**config.mk**
```make
export PLATFORM = sky130hd
export DESIGN_NAME = tdm_demux_1x2
export DESIGN_NICKNAME = d
export VERILOG_FILES = /design/src/rtl/tdm_demux_pkg.sv /design/src/rtl/tdm_slot_shifter.sv /design/src/rtl/tdm_demux_1x2.sv
export SDC_FILE = /design/constraint.sdc
export NUM_CORES = 1
export LEC_CHECK = 0
export ABC_AREA = 1
export BUFFER_PORTS_ARGS = -buffer_cell sky130_fd_sc_hd__buf_2
export CORE_ASPECT_RATIO = 1.5
export CORE_MARGIN = 4
export CORE_UTILIZATION = 50
export CTS_CLUSTER_DIAMETER = 80
export DETAILED_ROUTE_END_ITERATION = 10
export GPL_ROUTABILITY_DRIVEN = 0
export PLACE_DENSITY_LB_ADDON = 0.2
export SLEW_MARGIN = 20
export SYNTH_ARGS = -nofsm -noshare
export SYNTH_HDL_FRONTEND = slang
export SYNTH_SLANG_ARGS = --single-unit
```
**constraint.sdc**
```tcl
create_clock -name clk -period 1.5 [get_ports clk]
set_clock_uncertainty 0.15 [all_clocks]
set_input_delay 0.075 -clock clk [delete_from_list [all_inputs] [get_ports clk]]
set_output_delay 0.075 -clock clk [all_outputs]
set_load 0.05 [all_outputs]
```
**src/rtl/tdm_demux_pkg.sv**
```systemverilog
// Shared types and constants for the 2:1 TDM receive path.
// Optional parity support is selected with TDM_DEMUX_PARITY_EN.
package tdm_demux_pkg;

   typedef enum logic {
      HUNT = 1'b0,
      RECV = 1'b1
   } state_t;

   localparam logic SLOT_A = 1'b0;
   localparam logic SLOT_B = 1'b1;

`ifdef TDM_DEMUX_PARITY_EN
   localparam bit PARITY_EN = 1'b1;
`else
   localparam bit PARITY_EN = 1'b0;
`endif

   // Frame length in link bits: two channels, each optionally carrying a parity bit.
   function automatic int frame_len(input int width, input bit parity);
      return parity ? 2 * (width + 1) : 2 * width;
   endfunction

endpackage

```
**src/rtl/tdm_slot_shifter.sv**
```systemverilog
// LSB-first shift register for one TDM channel; the first bit shifted in
// ends up in bit 0 after WIDTH shifts.
module tdm_slot_shifter #(
   parameter int WIDTH = 8
) (
   input  logic             clk,
   input  logic             rst,
   input  logic             clr,
   input  logic             shift_en,
   input  logic             bit_in,
   output logic [WIDTH-1:0] word
);

   always_ff @(posedge clk) begin
      if (rst) begin
         word <= '0;
      end else if (clr && shift_en) begin
         word <= {bit_in, {(WIDTH-1){1'b0}}};
      end else if (clr) begin
         word <= '0;
      end else if (shift_en) begin
         word <= {bit_in, word[WIDTH-1:1]};
      end
   end

endmodule

```
**src/rtl/tdm_demux_1x2.sv**
```systemverilog
// Receive side of the 2:1 bit-interleaved link: locks on sof, splits A/B slots.
// Define TDM_DEMUX_PARITY_EN for trailing per-channel even-parity bits and par_err.
//
// state | meaning
// HUNT  | not framed; discard bits until a valid bit with sof
// RECV  | framed; cnt tracks the position of the next bit in the frame
module tdm_demux_1x2
   import tdm_demux_pkg::*;
#(
   parameter int WIDTH = 8
) (
   input  logic             clk,
   input  logic             rst,
   input  logic             din,
   input  logic             din_valid,
   input  logic             sof,
   output logic [WIDTH-1:0] a_out,
   output logic [WIDTH-1:0] b_out,
   output logic             out_valid,
   output logic             locked,
`ifdef TDM_DEMUX_PARITY_EN
   output logic             par_err,
`endif
   output logic             sync_err
);

   localparam int F  = frame_len(WIDTH, PARITY_EN);
   localparam int CW = $clog2(F);
   localparam logic [CW-1:0] LAST = CW'(F - 1);

   state_t          state, state_nx;
   logic [CW-1:0]   cnt, cnt_nx;
   logic            shift_a, shift_b, clr;
   logic            frame_done, sync_err_nx;
   logic            data_slot;
   logic [WIDTH-1:0] a_word, b_word, b_last;

`ifdef TDM_DEMUX_PARITY_EN
   localparam logic [CW-1:0] PAR_A_IDX = CW'(2 * WIDTH);
   logic pa_bit, pa_ld, par_err_nx;

   assign data_slot  = (cnt < PAR_A_IDX);
   assign b_last     = b_word;
   assign par_err_nx = frame_done && ((pa_bit != ^a_word) || (din != ^b_word));

   always_ff @(posedge clk) begin
      if (rst) begin
         pa_bit  <= 1'b0;
         par_err <= 1'b0;
      end else begin
         if (pa_ld) pa_bit <= din;
         par_err <= par_err_nx;
      end
   end
`else
   assign data_slot = 1'b1;
   // Without parity the last frame bit is B's MSB, still in flight this cycle.
   assign b_last    = {din, b_word[WIDTH-1:1]};
`endif

   always_ff @(posedge clk) begin
      if (rst) begin
         state <= HUNT;
         cnt   <= '0;
      end else begin
         state <= state_nx;
         cnt   <= cnt_nx;
      end
   end

   always_comb begin
      state_nx    = state;
      cnt_nx      = cnt;
      shift_a     = 1'b0;
      shift_b     = 1'b0;
      clr         = 1'b0;
      frame_done  = 1'b0;
      sync_err_nx = 1'b0;
`ifdef TDM_DEMUX_PARITY_EN
      pa_ld       = 1'b0;
`endif
      if (din_valid) begin
         case (state)
            HUNT: begin
               if (sof) begin
                  clr      = 1'b1;
                  shift_a  = 1'b1;
                  cnt_nx   = CW'(1);
                  state_nx = RECV;
               end
            end
            RECV: begin
               if (sof) begin
                  // sof mid-frame restarts framing on this bit
                  sync_err_nx = (cnt != '0);
                  clr         = 1'b1;
                  shift_a     = 1'b1;
                  cnt_nx      = CW'(1);
               end else if (cnt == '0) begin
                  sync_err_nx = 1'b1;
                  clr         = 1'b1;
                  state_nx    = HUNT;
               end else begin
                  if (data_slot) begin
                     shift_a = (cnt[0] == SLOT_A);
                     shift_b = (cnt[0] == SLOT_B);
                  end
`ifdef TDM_DEMUX_PARITY_EN
                  pa_ld = (cnt == PAR_A_IDX);
`endif
                  if (cnt == LAST) begin
                     frame_done = 1'b1;
                     cnt_nx     = '0;
                  end else begin
                     cnt_nx = cnt + CW'(1);
                  end
               end
            end
            default: state_nx = HUNT;
         endcase
      end
   end

   tdm_slot_shifter #(.WIDTH(WIDTH)) u_shift_a (
      .clk      (clk),
      .rst      (rst),
      .clr      (clr),
      .shift_en (shift_a),
      .bit_in   (din),
      .word     (a_word)
   );

   tdm_slot_shifter #(.WIDTH(WIDTH)) u_shift_b (
      .clk      (clk),
      .rst      (rst),
      .clr      (clr),
      .shift_en (shift_b),
      .bit_in   (din),
      .word     (b_word)
   );

   always_ff @(posedge clk) begin
      if (rst) begin
         a_out     <= '0;
         b_out     <= '0;
         out_valid <= 1'b0;
         sync_err  <= 1'b0;
      end else begin
         out_valid <= frame_done;
         sync_err  <= sync_err_nx;
         if (frame_done) begin
            a_out <= a_word;
            b_out <= b_last;
         end
      end
   end

   assign locked = (state == RECV);

endmodule

```
# Word level (Yosys, flattened, before mapping)

Cells that the tools add are included.

Output and inout bits: 19
Input bits: 5
Register bits after elaboration: 39

Add/subtract/negate cells: 1
Mux-type cells: 33
Bitwise gates (word level): 3
Reductions and logical operators: 10
Equal/unequal tests: 3

Operators by type and width:

| operator                                     | number |
|---|---|
| 2-to-1 mux 8 bit                             | 6 |
| 2-to-1 mux 1 bit                             | 19 |
| 2-to-1 mux 4 bit                             | 4 |
| OR reduction 3 bit                           | 3 |
| case mux 4 bit (2 select lines)              | 1 |
| case mux 1 bit (2 select lines)              | 3 |
| nonzero test 3 bit                           | 2 |
| adder 4 x 1 -> 4 bit (second input constant) | 1 |
| == test 4 bit (second input constant)        | 1 |
| logical NOT 4 bit                            | 1 |
| nonzero test 4 bit                           | 1 |
| != test 3 bit (second input constant)        | 1 |
| inverter 1 bit                               | 3 |
| AND reduction 3 bit                          | 1 |
| logical AND 1 bit                            | 2 |
| != test 2 bit (second input constant)        | 1 |

# Longest topological paths before layout

Word-level depth: 8
Depth in mapped cells: 10
Depth with buffers taken out: 10

# Hierarchy

From an unflattened synthesis, not the netlist that was laid out.

Cell total of the unflattened synthesis: 235
Area total of the unflattened synthesis: 1766.7 um^2

By module, submodules not included:

| module           | area an instance (um^2) | times used | seq. area each (um^2) | cells an instance |
|---|---|---|---|---|
| tdm_demux_1x2    | 1026.0                  | 1          | 460.4                 | 129 |
| tdm_slot_shifter | 370.4                   | 2          | 160.2                 | 53 |

# Worst setup path before layout

Ideal clock, no wire load.

Kind: register to register
Start point: register state (netlist: locked)
End point: register a_out[0]
Buffers on the path: 1
Setup slack: -210 ps
Clock period less this slack: 1710 ps
Data required time: 1230 ps
Data arrival time: 1440 ps
Cell stages (with the launch flop): 9
Cell sequence: dfxtp_1 inv_2 nor2_4 inv_2 nor2_8 nand2_4 buf_6 nand2_1 a21oi_1

Cells in the longest elaborated chain, start to end: 2

RTL lines:

| element                | RTL line             | text |
|---|---|---|
| from (decl)            | tdm_demux_1x2.sv:31  | `state_t state, state_nx;` |
| from (signal assigned) | tdm_demux_1x2.sv:66  | `state <= state_nx;` |
| 2-to-1 mux 1 bit       | tdm_demux_1x2.sv:83  | `case (state)` |
| 2-to-1 mux 1 bit       | tdm_demux_1x2.sv:82  | `if (din_valid) begin` |
| to (signal assigned)   | tdm_demux_1x2.sv:152 | `a_out <= a_word;` |
| to (decl)              | tdm_demux_1x2.sv:17  | `output logic [WIDTH-1:0] a_out,` |

No other way between the ends.
A chain may end at the register's enable or synchronous reset.

# Worst setup path in the final report

Start point: register cnt[1]
End point: register a_out[5]

Cells in the longest elaborated chain, start to end: 6

RTL lines:

| element                | RTL line             | text |
|---|---|---|
| from (decl)            | tdm_demux_1x2.sv:32  | `logic [CW-1:0] cnt, cnt_nx;` |
| from (signal assigned) | tdm_demux_1x2.sv:67  | `cnt <= cnt_nx;` |
| == test 4 bit          | tdm_demux_1x2.sv:111 | `if (cnt == LAST) begin` |
| 2-to-1 mux 1 bit       | tdm_demux_1x2.sv:111 |  |
| 2-to-1 mux 1 bit *     | tdm_demux_1x2.sv:99  | `end else if (cnt == '0) begin` |
| 2-to-1 mux 1 bit *     | tdm_demux_1x2.sv:93  | `if (sof) begin` |
| 2-to-1 mux 1 bit *     | tdm_demux_1x2.sv:83  |  |
| 2-to-1 mux 1 bit *     | tdm_demux_1x2.sv:82  |  |

Mark *: on every way between the ends. The rest lies on a longest branch, timed or not.

==> flow_summary.ini <==
[status]
outcome = finished with violations
violations = negative setup slack

[routing]
drt.antenna.violating_nets = 0
dr.pass1.iters = 5
via_per_inst = 5.25
route.detailed.drc = 0
routed_wl_um = 4210
vias = 1576
wl_per_cell_um = 14.0
drtIter0Drc = 45

[sta]
timing.final.hold_violations = 0
fin_tns_setup_ns = -1.16
clock.fmax_mhz = 638
slew_headroom = 0.829
rsz0062_at_grt = yes
final_max_slew_viol_count = 0
worstMarginPinSlew_ns = 0.256
setup_viol = 28
period_needed_ns = 1.57
finalCritPeriodShare = 1.05
worst_slack_ns = -0.0678

[logic_synthesis]
synth_top_family_by_area = simple AND/OR/NAND/NOR gates
ys_types = 23
yosys_most_used_dff = dfxtp_1
synth_edf_count = 0
synthSimpleGateAreaFrac = 0.307
synth_area_leaders = dfxtp_1, nand2_1, a21oi_1
synth-compound-area-share = 0.121
yosys_warnings = 0
synthCells = 209
synthArstFlopShare = 0
synth_top_area_cell = dfxtp_1
synth_xor_xnor_area_share = 0
synth_seq_cells = 38
ys_seq_area_frac = 0.465
netlist_area_um2 = 1640
yosysTopAreaCellShare = 0.465
yosys-top-cells-count = nand2_1, dfxtp_1, a21oi_1, nand3_1, nor2_1
yosys.area_share.adder = 0.0306
syn_area_per_cell_um2 = 7.83
syn_nets = 218
muxShareOfSynthArea = 0
synth.most_common_cell = nand2_1

[global_route]
gr-total-overflow = 0
grt_pass1_vias = 1470
grt_pass1_wl_um = 6360
grt_max_degree = 16
antenna_found_initial = 0
grt.total_usage = 0.203

[critical_path]
cp_slowest_cell = dfxtp_2
cp_top_family = simple AND/OR/NAND/NOR gates
rr_startpoint = cnt[1]
critPathMaxStageDelay_ns = 0.35
crit_type = flip-flop to flip-flop
required_ns = 1.54
path_max_fanout = 8
start_kind = flip-flop
startpoint = cnt[1]
critPathArrivalTime_ns = 1.60
cp-end-kind = flip-flop
critPathBufInv = 3
cp_cell_sequence = buf_6, ha_4, nand2_2, inv_2, nand2_4, nor2_8, buf_8, nand2_8, nand2_1, a21oi_2

[final_layout]
final_area_um2 = 2430
seq_area_um2 = 767
antenna_cells = 0
syn2layout_area_growth_pct = 48.7
nFillCells = 224
nets = 268
postLayoutCoreUtil = 0.770
multi_input_area_um2 = 981
drive_above_1_share = 0.396

[floorplanning]
initial_core_util = 0.518
chipHeight_um = 78.1
rows = 25
coreArea_um2 = 3160
pin_count = 24
die_w_um = 54.7
dieArea_um2 = 4270

[clocking]
cts_sinks = 38
h-tree-depth = 2
cts_max_path_buffers = 2
cts_buffers = 5
cts_root_buf = clkbuf_8
clk_latency_ns = 0.29
clk_pin_slew_ns = 0.08
cts_tree = done

[pwr]
powerDensity_nw_per_um2 = 958
finalPower_w = 0.00233
ir_drop_mv = 0.739
p_leak_nw = 1.06

[placement]
place_area_um2 = 1910
dp_hpwl_um = 2380
io_buffers = 23

[hold_path]
min_from = din_valid
min_path_type = input pin to flip-flop

[run]
cap_violations = 0
path summary, 6_finish.rpt:
| path | to | cells past startpoint | slack (ns) |
|---|---|---|---|
| worst max register to register | a_out[5] | 10 | -0.07 |
| worst max-delay path | a_out[5] | 10 | -0.07 |
| worst min-delay path | b_out[2] | 3 | 0.008 |
| worst min register to register | a_out[2] | 2 | 0.31 |
placed cells by master (no fill, tap or decap), drive strengths merged, types with 7 or more instances in the layout:
master   n
buf     46
dfxtp   38
o21ai    9
a21oi   28
inv     13
clkbuf   8
nand2   50
nand3   20
nand3b   7
nor2    23
worst register-to-register path, stage by stage, from the launching register on:
cell	delay, ns
dfxtp_2	0.35
buf_6	0.11
ha_4	0.13
nand2_2	0.04
inv_2	0.07
nand2_4	0.07
nor2_8	0.15
buf_8	0.17
nand2_8	0.09
nand2_1	0.09
a21oi_2	0.05
state kept, by name, indices dropped and copies added, names as in the netlist:
| register | count |
|---|---|
| u_shift_b.word | 7 |
| u_shift_a.word | 8 |
| out_valid | 1 |
| b_out | 8 |
| cnt | 4 |
| sync_err | 1 |
| a_out | 8 |
| locked | 1 |
power by group:
part	leakage [nW]	total [W]	switching (W)	internal (W)
combinational	0.683	0.000314	0.000171	0.000143
clock	0.0665	0.000969	0.000370	0.000599
sequential	0.309	0.00105	0.0000198	0.00103
cells by family after synthesis:
group,Yosys count
fa+ha+maj,4
compound gates,38
simple gates,105
flops,38
buf+inv,24
area by class of cell:
class / count / share of cell area
clock buffer: 6 / 0.0386
clock inverter: 2 / 0.0159
inverter: 13 / 0.0201
multi-input combinational: 149 / 0.403
sequential: 38 / 0.315
tap: 40 / 0.0206
timing repair buffer: 52 / 0.187
per-layer routing:
layer | global-route usage | vias to the layer above | wire (um)
met2 | 0.340 | 35 | 2250
met5 | 0 | - | 0
met4 | 0.0998 | 0 | 124
li1 | - | 788 | -
met3 | 0.0474 | 12 | 155
met1 | 0.229 | 741 | 1680
stage by stage:
step                      std cells  setup slack, ns  hold WS [ns]
after global placement          277          -0.0103         0.228
final                           300          -0.0678       0.00759
after CTS                       297          -0.0576       0.00227
after detailed placement        277          -0.0550         0.230
after global routing            300           -0.128        0.0184
after floorplan                 209          0.00224        0.0894
repair_timing:
item	in CTS	in global routing
setup endpoints to repair	16	34
hold buffers	4	0
pin swaps	16	25
gates cloned	3	2
endpoints found under the hold margin	9	0
buffers inserted	5	2
resized for setup	20	40
Power figures use the tool's default switching activity.
